`config.mk`:
```
export PLATFORM = sky130hd
export DESIGN_NAME = row_buffer_sched
export DESIGN_NICKNAME = d
export VERILOG_FILES = /design/src/rtl/row_buffer_sched_pkg.sv /design/src/rtl/row_buffer_sched_ring_ptr.sv /design/src/rtl/row_buffer_sched.sv
export SDC_FILE = /design/constraint.sdc
export NUM_CORES = 1
export LEC_CHECK = 0
export CAP_MARGIN = 20
export CORE_ASPECT_RATIO = 0.7
export CORE_MARGIN = 2
export CORE_UTILIZATION = 51
export DETAILED_ROUTE_END_ITERATION = 8
export GPL_TIMING_DRIVEN = 0
export PLACE_DENSITY = 0.79
export SYNTH_ARGS = -nofsm -noshare
export SYNTH_HDL_FRONTEND = slang
export SYNTH_SLANG_ARGS = --single-unit
```
`constraint.sdc`:
```
create_clock -name clk -period 3.9 [get_ports clk]
set_input_delay 0.585 -clock clk [delete_from_list [all_inputs] [get_ports clk]]
set_output_delay 0.585 -clock clk [all_outputs]
set_load 0.005 [all_outputs]
```
`src/rtl/row_buffer_sched_pkg.sv`:
```
// Shared types and elaboration-time helpers for the row buffer scheduler.
package row_buffer_sched_pkg;

    typedef enum logic {
        ST_IDLE = 1'b0,
        ST_RUN  = 1'b1
    } state_t;

    // Smallest r with 2**r >= v (0 for v <= 1).
    function automatic int clog2_f(input int v);
        int r;
        r = 0;
        while ((1 << r) < v) r++;
        return r;
    endfunction

    // Index width for n entries, never narrower than one bit.
    function automatic int idx_width_f(input int n);
        return (clog2_f(n) < 1) ? 1 : clog2_f(n);
    endfunction

    // Ceiling division for positive operands.
    function automatic int ceil_div_f(input int a, input int b);
        return (a + b - 1) / b;
    endfunction

endpackage

```
`src/rtl/row_buffer_sched_ring_ptr.sv`:
```
// Wrapping pointer into a ring of MODULUS entries; advances by a fixed STEP.
// MODULUS need not be a power of two.
module mod_ring_ptr #(
    parameter int MODULUS = 4,
    parameter int WIDTH   = 2,
    parameter int STEP    = 1
) (
    input  logic             clk,
    input  logic             rst,
    input  logic             clr,
    input  logic             adv,
    output logic [WIDTH-1:0] ptr
);

    localparam logic [WIDTH:0] MOD_W  = (WIDTH+1)'(MODULUS);
    localparam logic [WIDTH:0] STEP_W = (WIDTH+1)'(STEP);

    logic [WIDTH:0] sum;

    // Next pointer value: one subtraction suffices because STEP < MODULUS.
    always_comb begin
        sum = {1'b0, ptr} + STEP_W;
        if (sum >= MOD_W) sum = sum - MOD_W;
    end

    // Pointer register.
    always_ff @(posedge clk or posedge rst) begin
        if (rst)      ptr <= '0;
        else if (clr) ptr <= '0;
        else if (adv) ptr <= sum[WIDTH-1:0];
    end

endmodule

```
`src/rtl/row_buffer_sched.sv`:
```
// Row buffer scheduler: hands free physical row buffers to a row writer and
// presents K-row sliding windows to a PE, recycling S buffers per advance.
//
// state   | meaning
// IDLE    | no frame; only start is honoured
// RUN     | frame in progress; writer and PE handshakes active
module row_buffer_sched
    import row_buffer_sched_pkg::*;
#(
    parameter int K          = 3,
    parameter int S          = 1,
    parameter int NUM_ROWS   = 56,
    parameter int ROW_WIDTH  = 10,
    localparam int NBUF      = K + S,
    localparam int IDX_WIDTH = idx_width_f(K + S)
) (
    input  logic                 clk,
    input  logic                 rst,
    input  logic                 start,
    output logic                 busy,
    output logic                 wr_ready,
    input  logic                 wr_start,
    output logic [IDX_WIDTH-1:0] wr_buf_idx,
    output logic [ROW_WIDTH-1:0] wr_row,
    input  logic                 wr_done,
    output logic                 win_valid,
    output logic [IDX_WIDTH-1:0] win_base_idx,
    output logic [ROW_WIDTH-1:0] win_row,
    input  logic                 pe_buffer_switch,
    output logic                 frame_done,
    output logic                 err
);

    localparam int OCC_W = clog2_f(NBUF + 1);

    state_t               state, state_next;
    logic [OCC_W-1:0]     occ, occ_next;
    logic                 wr_pend;
    logic                 clr, start_acc, wr_fire, wr_acc, sw_acc, sw_final, sw_adv, err_set;

    assign busy      = (state == ST_RUN);
    assign wr_ready  = busy && !wr_pend && (int'(occ) < NBUF) && (int'(wr_row) < NUM_ROWS);
    assign win_valid = busy && (int'(occ) >= K);

    // State register.
    always_ff @(posedge clk or posedge rst) begin
        if (rst) state <= ST_IDLE;
        else     state <= state_next;
    end

    // Next state and handshake qualification; everything except start is dropped in IDLE.
    always_comb begin
        state_next = state;
        start_acc  = 1'b0;
        wr_fire    = 1'b0;
        wr_acc     = 1'b0;
        sw_acc     = 1'b0;
        sw_final   = 1'b0;
        err_set    = 1'b0;
        unique case (state)
            ST_IDLE: begin
                if (start) begin
                    start_acc  = 1'b1;
                    state_next = ST_RUN;
                end
            end
            ST_RUN: begin
                wr_fire  = wr_start && wr_ready;
                wr_acc   = wr_done && wr_pend;
                sw_acc   = pe_buffer_switch && win_valid;
                sw_final = sw_acc && (int'(win_row) == NUM_ROWS - K);
                err_set  = (wr_start && !wr_ready) || (wr_done && !wr_pend) ||
                           (pe_buffer_switch && !win_valid);
                if (sw_final) state_next = ST_IDLE;
            end
            default: state_next = ST_IDLE;
        endcase
    end

    // A new frame and the end of a frame both return the datapath to row 0.
    assign clr    = start_acc || sw_final;
    assign sw_adv = sw_acc && !sw_final;

    // Occupancy after this cycle's write completion and window release, clamped to 0..NBUF.
    always_comb begin
        int occ_calc;
        occ_calc = int'(occ) + (wr_acc ? 1 : 0) - (sw_adv ? S : 0);
        if (occ_calc < 0)    occ_calc = 0;
        if (occ_calc > NBUF) occ_calc = NBUF;
        occ_next = OCC_W'(occ_calc);
    end

    mod_ring_ptr #(.MODULUS(NBUF), .WIDTH(IDX_WIDTH), .STEP(1)) u_tail (
        .clk (clk),
        .rst (rst),
        .clr (clr),
        .adv (wr_acc),
        .ptr (wr_buf_idx)
    );

    mod_ring_ptr #(.MODULUS(NBUF), .WIDTH(IDX_WIDTH), .STEP(S)) u_head (
        .clk (clk),
        .rst (rst),
        .clr (clr),
        .adv (sw_adv),
        .ptr (win_base_idx)
    );

    // Row counters, occupancy, writer claim, and status flags.
    always_ff @(posedge clk or posedge rst) begin
        if (rst) begin
            occ        <= '0;
            wr_pend    <= 1'b0;
            wr_row     <= '0;
            win_row    <= '0;
            frame_done <= 1'b0;
            err        <= 1'b0;
        end else begin
            frame_done <= sw_final;
            if (start_acc)    err <= 1'b0;
            else if (err_set) err <= 1'b1;
            if (clr) begin
                occ     <= '0;
                wr_pend <= 1'b0;
                wr_row  <= '0;
                win_row <= '0;
            end else begin
                occ <= occ_next;
                if (wr_fire)     wr_pend <= 1'b1;
                else if (wr_acc) wr_pend <= 1'b0;
                if (wr_acc) wr_row  <= wr_row + ROW_WIDTH'(1);
                if (sw_adv) win_row <= win_row + ROW_WIDTH'(S);
            end
        end
    end

endmodule

```
==> flow_metrics.tcl, run 1 <==
set metrics [dict create \
    fin_worst_skew_ns 0.006190 \
    die_w_um 74.65 \
    syn_nets 200 \
    clk_root_buffer_cell "clkbuf_8" \
    period_share_pct 94.71 \
    arrival_ns 3.88 \
    peakVddDrop_v 0.0003635 \
    tightest_slew_ns 0.4143 \
    slowest_stage "fa_2" \
    place_ws_ns 0.1953 \
    synthFlopType "dfrtp_1" \
    post_cts_resized 0 \
    drv_cap 0 \
    setup_viol 0 \
    diodes 0 \
    yosys_warnings 0 \
    min-delay-start "u_head.ptr[0]" \
    status "complete, no violations" \
    htree_num_levels 2 \
    ys_types 47 \
    cts_setup_buffers 0 \
    path_clk_slew_ns 0.06 \
    highest_layer "met4" \
    critPathLaunch "occ[2]" \
    synth_top_cell_area_share_pct 43.54 \
    via_count 1560 \
    synth_seq_cells 31 \
    wl_per_cell_um 15.05 \
    path_class "register to register" \
    dp_hpwl_um 3073 \
    initial_core_util_pct 55.11 \
    rr_endpoint "occ[0]" \
    wl_met3_um 306 \
    grt-ovfl-total 0 \
    yosysMostFrequentCell "dfrtp_1" \
    cts_sinks 31 \
    rsz0062_at_grt "no" \
    first_global_vias 1482 \
    finish.utilization_pct 71.21 \
    holdPathEnd "u_head.ptr[0]" \
    crit_path_start_kind "register" \
    grt_max_degree 24 \
    netlist_area_mm2 0.001782 \
    synthCells 185 \
    clock.fmax_mhz 270.7 \
    drive_gt1_share_pct 9.649 \
    clockBufferDepth 2 \
    slowest_delay_ns 0.49 \
    slew_headroom_pct 72.35 \
    io_pins 35 \
    async_flop_share_pct 100.0 \
    postCtsHoldBufs 0 \
    wl_met2_um 1875 \
    power.leakage_nw 0.9865 \
    hold_path.class "register to register" \
    syn_to_final_growth_pct 29.21 \
    gp_congestion 0.9346 \
    ant_nets 0 \
    cts_made_buffers 5 \
    slew_viol_final 0 \
    hold_viol_final 0 \
    finalSetupTns_ns 0 \
    drt-initial-drc-count 139 \
    finalCriticalPeriod_ns 3.694 \
    remaining_drc_errors 0 \
    ys_seq_area_share_pct 43.54 \
    die_area_mm2 0.003990 \
    r2r-start "occ[2]" \
    grt_pass1_wl_um 6962 \
    timing.final.ws_setup_ns 0.2062 \
    yosysTopAreaCell "dfrtp_1" \
    globalRouteTotalUtil_pct 23.62 \
    post-place-cells 267 \
    cts_tree "built" \
    nets 242 \
    placed_area_mm2 0.002208 \
    endpoint_kind "register" \
    ff2ff_setup_slack_ns 0.21 \
    drt_first_pass_iters 4 \
    path_cells "buf_4 > inv_1 > ha_1 > o21a_2 > o211ai_2 > clkbuf_4 > nand2b_1 > inv_1 > ha_1 > inv_1 > ha_1 > fa_2 > o21ai_0 > a22o_1 > o211ai_1 > nor3b_1" \
    wl_met1_um 1932 \
    num_rows 17 \
    final_area_mm2 0.002302 \
    synth_area_leaders "dfrtp_1 (44%), ha_1 (5.6%), xnor2_1 (4.4%), nor2_1 (4.0%), xor2_1 (2.9%)" \
    numPortBuffers 34 \
    powerDensity_mw_per_mm2 549.8 \
    final_cells 275 \
    core_mm2 0.003233 \
    antenna_found_initial 0 \
    holdPathStages 1 \
    worstRegToRegCells 16 \
    critPathRequiredTime_ns 4.09 \
    crit_fanout 10 \
    clk_latency_ns 0.28 \
    wirelength_um 4140 \
    die_height_um 53.45 \
    via_per_inst 5.673 \
    synth-edff-count 0 \
    avgSynthCellArea_um2 9.631 \
    ys_top_cells_by_count "dfrtp_1 (31), nor2_1 (19), nand2_1 (12), inv_1 (10), o21ai_0 (10)" \
]
-- final cells by class --
type                       count  area (µm²)
clock buffer                   7       76.32
tap                           47       58.81
buffer                         7       41.29
timing repair buffer          35       367.9
fill                         247       930.9
clock inverter                 1       5.005
inverter                      11       41.29
multi-input combinational    136       935.9
sequential                    31       775.7
-- worst max-delay path, delay by kind of cell (launching register included) --
family / cells / cell delay, ns
adders and majority gates: 4 / 1.23
AOI/OAI and AO/OA: 5 / 0.97
buffers and inverters: 5 / 0.64
and+or+nand+nor: 2 / 0.40
DFF: 1 / 0.36
-- metrics by stage --
stage	hold slack (ns)	total power, W
final	0.5492	0.001266
after floorplan	0.5023	0.0007832
after CTS	0.5560	0.001253
after global routing	0.6001	0.001353
after detailed placement	0.5343	0.001011
after global placement	0.5182	0.0009803
-- kinds of logic after synthesis --
| logic type | share of synthesized area, % |
|---|---|
| compound gates | 14.68 |
| xor+xnor | 7.374 |
| flops | 43.54 |
| fa+ha+maj | 6.742 |
| simple gates | 23.31 |
| buf+inv | 4.354 |
-- sequential cells by signal, indices dropped and copies added (netlist names) --
register,count
frame_done,1
win_row,10
err,1
wr_row,10
busy,1
u_head.ptr,2
occ,3
u_tail.ptr,2
wr_pend,1
-- routing by layer --
layer	vias up	track usage, %
met2	59	37.46
met4	0	5.357
met1	750	32.31
li1	747	-
met3	4	6.286
met5	-	0
-- where the power goes --
group / switching (W) / internal, W / total [W]
Combinational: 0.000256 / 0.000289 / 0.000546
Sequential: 0.0000888 / 0.000390 / 0.000479
Clock: 0.000116 / 0.000125 / 0.000241
Total: 0.000461 / 0.000805 / 0.00127
-- how the worst max path moves through the flow --
stage                     endpoint  slack (ns)
after floorplan             occ[2]        0.62
after global placement      occ[2]        0.34
after detailed placement    occ[2]        0.20
after CTS                   occ[1]        0.20
after global routing        occ[0]       0.004
final                       occ[0]        0.21
-- cells in the final DEF (no fill, tap or decap), types with 4 or more instances in the layout --
cell type        synthesis  layout
dfrtp_1                 31      31
and3_1                   4       4
xnor2_1                  9       9
clkbuf_8                 0       5
inv_1                   10      10
ha_1                     8       8
xor2_1                   6       6
nand3_1                  8       8
nor2_1                  19      19
nand2_1                 12      12
a21oi_1                  8       8
clkdlybuf4s50_1          0      34
o21ai_0                 10      10
No activity file was read; power rests on OpenSTA's default activity.
==> run 2: changes to the inputs <==
--- a/config.mk
+++ b/config.mk
@@ -11,7 +11,7 @@
 export CORE_UTILIZATION = 51
 export DETAILED_ROUTE_END_ITERATION = 8
 export GPL_TIMING_DRIVEN = 0
-export PLACE_DENSITY = 0.79
+export PLACE_DENSITY = 0.86
 export SYNTH_ARGS = -nofsm -noshare
 export SYNTH_HDL_FRONTEND = slang
 export SYNTH_SLANG_ARGS = --single-unit
==> flow_metrics.tcl, run 2 (same netlist as run 1, synthesis figures left out) <==
set metrics [dict create \
    die_area_mm2 0.003990 \
    gp_congestion 0.8836 \
    finalCriticalPeriod_ns 3.635 \
    initial_core_util_pct 55.11 \
    crit_buf_inv 5 \
    holdPathStages 1 \
    diodes 0 \
    place_ws_ns 0.2548 \
    num_rows 17 \
    p_total_w 0.001303 \
    final_cells 275 \
    dp_hpwl_um 3076 \
    finalSetupTns_ns 0 \
    globalRouteTotalUtil_pct 24.68 \
    slew_headroom_pct 55.41 \
    slowest_delay_ns 0.48 \
    htree_num_levels 2 \
    wl_per_cell_um 15.33 \
    grt-ovfl-total 0 \
    clk_root_buffer_cell "clkbuf_8" \
    cts_tree "built" \
    endpoint_kind "register" \
    drv_cap 0 \
    path_class "register to register" \
    die_w_um 74.65 \
    die_height_um 53.45 \
    remaining_drc_errors 0 \
    slowest_stage "fa_2" \
    drive_gt1_share_pct 10.09 \
    powerDensity_mw_per_mm2 560.8 \
    path_cells "clkbuf_4 > inv_1 > ha_1 > o21a_2 > o211ai_2 > clkbuf_4 > nand2b_4 > inv_1 > ha_1 > inv_1 > ha_1 > fa_2 > o21bai_1 > a22o_1 > o211ai_1 > nor3b_1" \
    path_clk_slew_ns 0.06 \
    tightest_slew_ns 0.6681 \
    register_area_um2 775.7 \
    fill_cells 260 \
    antenna_found_initial 0 \
    via_count 1569 \
    io_pins 35 \
    cts_setup_buffers 0 \
    reg_top3 "win_row x10, wr_row x10, occ x3" \
    fin_worst_skew_ns 0.004440 \
    ant_nets 0 \
    critPathRequiredTime_ns 4.10 \
    drt-initial-drc-count 231 \
    timing.final.ws_setup_ns 0.2652 \
    period_share_pct 93.20 \
    power.leakage_nw 1.002 \
    worstRegToRegCells 16 \
    grt_pass1_wl_um 7017 \
    first_global_vias 1412 \
    final_common_cell "clkdlybuf4s50_1" \
    via_per_inst 5.705 \
    wirelength_um 4215 \
    peakVddDrop_v 0.0003823 \
    arrival_ns 3.83 \
    cts_sinks 31 \
    setup_viol 0 \
    grt_max_degree 18 \
    cp.depth 16 \
    status "complete, no violations" \
    crit_fanout 10 \
    crit_path_start_kind "register" \
    post-place-cells 267 \
    numPortBuffers 34 \
    clk_latency_ns 0.29 \
    hold_viol_final 0 \
    drt_first_pass_iters 4 \
    postCtsHoldBufs 0 \
    final_cell_mix "clkdlybuf4s50_1 (34), dfrtp_1 (31), nor2_1 (19), nand2_1 (12)" \
    slew_viol_final 0 \
    nets 242 \
    rsz0062_at_grt "no" \
    path_delay_family "adder cells" \
    cts_made_buffers 5 \
    multi_input_area_um2 938.4 \
    hold_path.class "register to register" \
    clockBufferDepth 2 \
    clock.fmax_mhz 275.1 \
    core_mm2 0.003233 \
    syn_to_final_growth_pct 30.41 \
]
==> run 2: final timing paths <==
| check | endpoint | slack, ns | startpoint |
|---|---|---|---|
| min in group asynchronous | wr_row[2] | 0.70 | rst |
| min reg2reg | u_head.ptr[0] | 0.57 | u_head.ptr[0] |
| max in group asynchronous | win_row[6] | 2.69 | rst |
| max | occ[1] | 0.27 | occ[2] |
| min | u_head.ptr[0] | 0.57 | u_head.ptr[0] |
| max reg2reg | occ[1] | 0.27 | occ[2] |
==> run 2: what timing repair did <==
action,4_1_cts,5_1_grt
gates resized for setup,0,4
setup endpoints to repair,0,3
endpoints found under the hold margin,0,0
==> run 2: final cells by class <==
cell class              count  area share, %
inverters                  11          1.777
flip-flops and latches     31          33.39
clock buffers               8          4.308
repair buffers             35          15.83
plain buffers               7          1.777
multi-input cells         136          40.39
well taps                  47          2.531
==> run 2: where the power goes <==
part / switching [W] / leakage [nW] / internal (W) / total, W
sequential: 0.0000928 / 0.406 / 0.000390 / 0.000483
clock: 0.000122 / 0.0515 / 0.000161 / 0.000283
combinational: 0.000249 / 0.545 / 0.000288 / 0.000537
total: 0.000463 / 1.00 / 0.000840 / 0.00130
==> run 2: metrics by stage <==
step | instance area [µm²] | hold slack (ns) | util (%)
2_1_floorplan | 1782 | 0.5023 | -
3_3_place_gp | 2181 | 0.5329 | 67.45
3_5_place_dp | 2208 | 0.5511 | 68.31
4_1_cts | 2308 | 0.5672 | 71.40
5_1_grt | 2323 | 0.5863 | 71.87
6_report | 2323 | 0.5674 | 71.87
==> run 2: routing by layer <==
metal	wire length (µm)	GRT usage [%]	part of all wire (%)
met5	0	0	0
met4	65	10.12	1.5
met3	312	5.905	7.4
met2	1830	35.40	43
met1	2006	35.43	48
==> run 3: changes to the inputs <==
--- a/config.mk
+++ b/config.mk
@@ -8,10 +8,12 @@
 export CAP_MARGIN = 20
 export CORE_ASPECT_RATIO = 0.7
 export CORE_MARGIN = 2
-export CORE_UTILIZATION = 51
+export CORE_UTILIZATION = 55
 export DETAILED_ROUTE_END_ITERATION = 8
+export DONT_BUFFER_PORTS = 1
 export GPL_TIMING_DRIVEN = 0
-export PLACE_DENSITY = 0.86
+export HOLD_SLACK_MARGIN = 0.1
+export PLACE_DENSITY = 0.77
 export SYNTH_ARGS = -nofsm -noshare
 export SYNTH_HDL_FRONTEND = slang
 export SYNTH_SLANG_ARGS = --single-unit
==> flow_metrics.tcl, run 3 (same netlist as run 1, synthesis figures left out) <==
set metrics [dict create \
    placed_area_mm2 0.001857 \
    grt_pass1_wl_um 6506 \
    io_pins 35 \
    grt-ovfl-total 0 \
    path_cells "clkbuf_4 > inv_1 > ha_1 > o21a_2 > o211ai_2 > clkbuf_4 > nand2b_1 > inv_1 > ha_1 > inv_1 > ha_1 > fa_2 > o21ai_1 > a22o_1 > o211ai_1 > nor3b_1" \
    wirelength_um 4100 \
    die_height_um 51.62 \
    diodes 0 \
    cts_sinks 31 \
    final_cell_mix "dfrtp_1 (31), nor2_1 (19), nand2_1 (12), inv_1 (10)" \
    clockBufferDepth 2 \
    drv_cap 0 \
    via_per_inst 6.385 \
    post-place-cells 224 \
    hold_viol_final 0 \
    drt-initial-drc-count 102 \
    worstRegToRegCells 16 \
    globalRouteTotalUtil_pct 23.57 \
    met1_usage_pct 30.19 \
    power.leakage_nw 0.8659 \
    crit_buf_inv 5 \
    peakVddDrop_v 0.0003249 \
    die_w_um 72.03 \
    cts_setup_buffers 0 \
    gp_congestion 0.7850 \
    use_met3_pct 7.752 \
    slew_headroom_pct 66.75 \
    path_class "register to register" \
    antenna_found_initial 0 \
    remaining_drc_errors 0 \
    cts_tree "built" \
    grtUsageMet2_pct 37.35 \
    setup_viol 0 \
    numPortBuffers 0 \
    multi_input_area_um2 930.9 \
    slowest_stage "fa_2" \
    grt.busiest_layer "met2" \
    arrival_ns 3.95 \
    syn_to_final_growth_pct 9.550 \
    finalSetupTns_ns 0 \
    period_share_pct 96.21 \
    nets 208 \
    drive_gt1_share_pct 11.40 \
    clk_latency_ns 0.28 \
    cts_made_buffers 5 \
    tightest_slew_ns 0.4983 \
    fin_worst_skew_ns 0.008224 \
    critPathRequiredTime_ns 4.10 \
    reg_top3 "win_row x10, wr_row x10, occ x3" \
    rsz0062_at_grt "yes" \
    drt_first_pass_iters 4 \
    crit_fanout 10 \
    via_count 1475 \
    final_area_mm2 0.001952 \
    core_mm2 0.003127 \
    initial_core_util_pct 56.98 \
    clk_root_buffer_cell "clkbuf_8" \
    num_rows 17 \
    register_area_um2 775.7 \
    powerDensity_mw_per_mm2 596.6 \
    dp_hpwl_um 3012 \
    hold_path.class "primary input to asynchronous set/reset pin" \
    first_global_vias 1384 \
    grt_max_degree 22 \
    final_cells 231 \
    slew_viol_final 0 \
    htree_num_levels 2 \
    die_area_mm2 0.003718 \
    finalCriticalPeriod_ns 3.752 \
    clock.fmax_mhz 266.5 \
    endpoint_kind "register" \
    crit_path_start_kind "register" \
    wl_per_cell_um 17.75 \
    path_clk_slew_ns 0.06 \
    ant_nets 0 \
    fill_cells 281 \
    status "complete, no violations" \
    path_delay_family "adder cells" \
    slowest_delay_ns 0.49 \
    cp.depth 16 \
    final_common_cell "dfrtp_1" \
]
-- run 3: cell count changes in the layout (fill, tap and decap cells not counted), sizes merged --
cell	previous run	this run
clkbuf	11	9
clkdlybuf4s50	34	0
clkinv	0	1
-- run 3: area by class of cell --
class	count	area share, %
plain buffers	7	2.115
clock buffers	6	4.231
repair buffers	1	1.410
well taps	38	2.436
inverters	11	2.115
multi-input cells	136	47.69
flip-flops and latches	31	39.74
clock inverters	1	0.2564
-- run 3: metrics by stage --
stage                     hold slack [ns]  setup WS, ns  total power [W]  utilization, %
after detailed placement           0.5257        0.1629        0.0008965           59.38
after global routing               0.2354      -0.06672         0.001238           62.43
final                              0.2116        0.1479         0.001164           62.43
after global placement             0.5541        0.2815        0.0008601           58.50
after CTS                          0.2216        0.1203         0.001151           62.18
after floorplan                    0.5023        0.6185        0.0007832               -
-- run 3: where the power goes --
group / switching [W] / internal (W)
clock: 0.000116 / 0.000138
combinational: 0.000237 / 0.000184
sequential: 0.000100 / 0.000390
total: 0.000452 / 0.000712
-- run 3: timing repair --
action | in CTS | in global routing
setup endpoints to repair | 0 | 3
gates resized for setup | 0 | 4
hold buffers | 0 | 0
-- run 3: per-layer routing --
metal / up-vias / part of all wire, %
li1: 683 / -
met1: 726 / 46
met2: 57 / 46
met3: 9 / 6.7
met4: 0 / 1.7
met5: - / 0
-- run 3: path summary, 6_finish.rpt --
path | from | slack, ns | endpoint
worst max-delay path | occ[2] | 0.15 | occ[0]
worst min register to register | u_head.ptr[0] | 0.55 | u_head.ptr[0]
worst max register to register | occ[2] | 0.15 | occ[0]
worst min-delay path | rst | 0.21 | u_head.ptr[0]
min in group clk | start | 0.45 | err
max in group asynchronous | rst | 3.22 | u_tail.ptr[1]
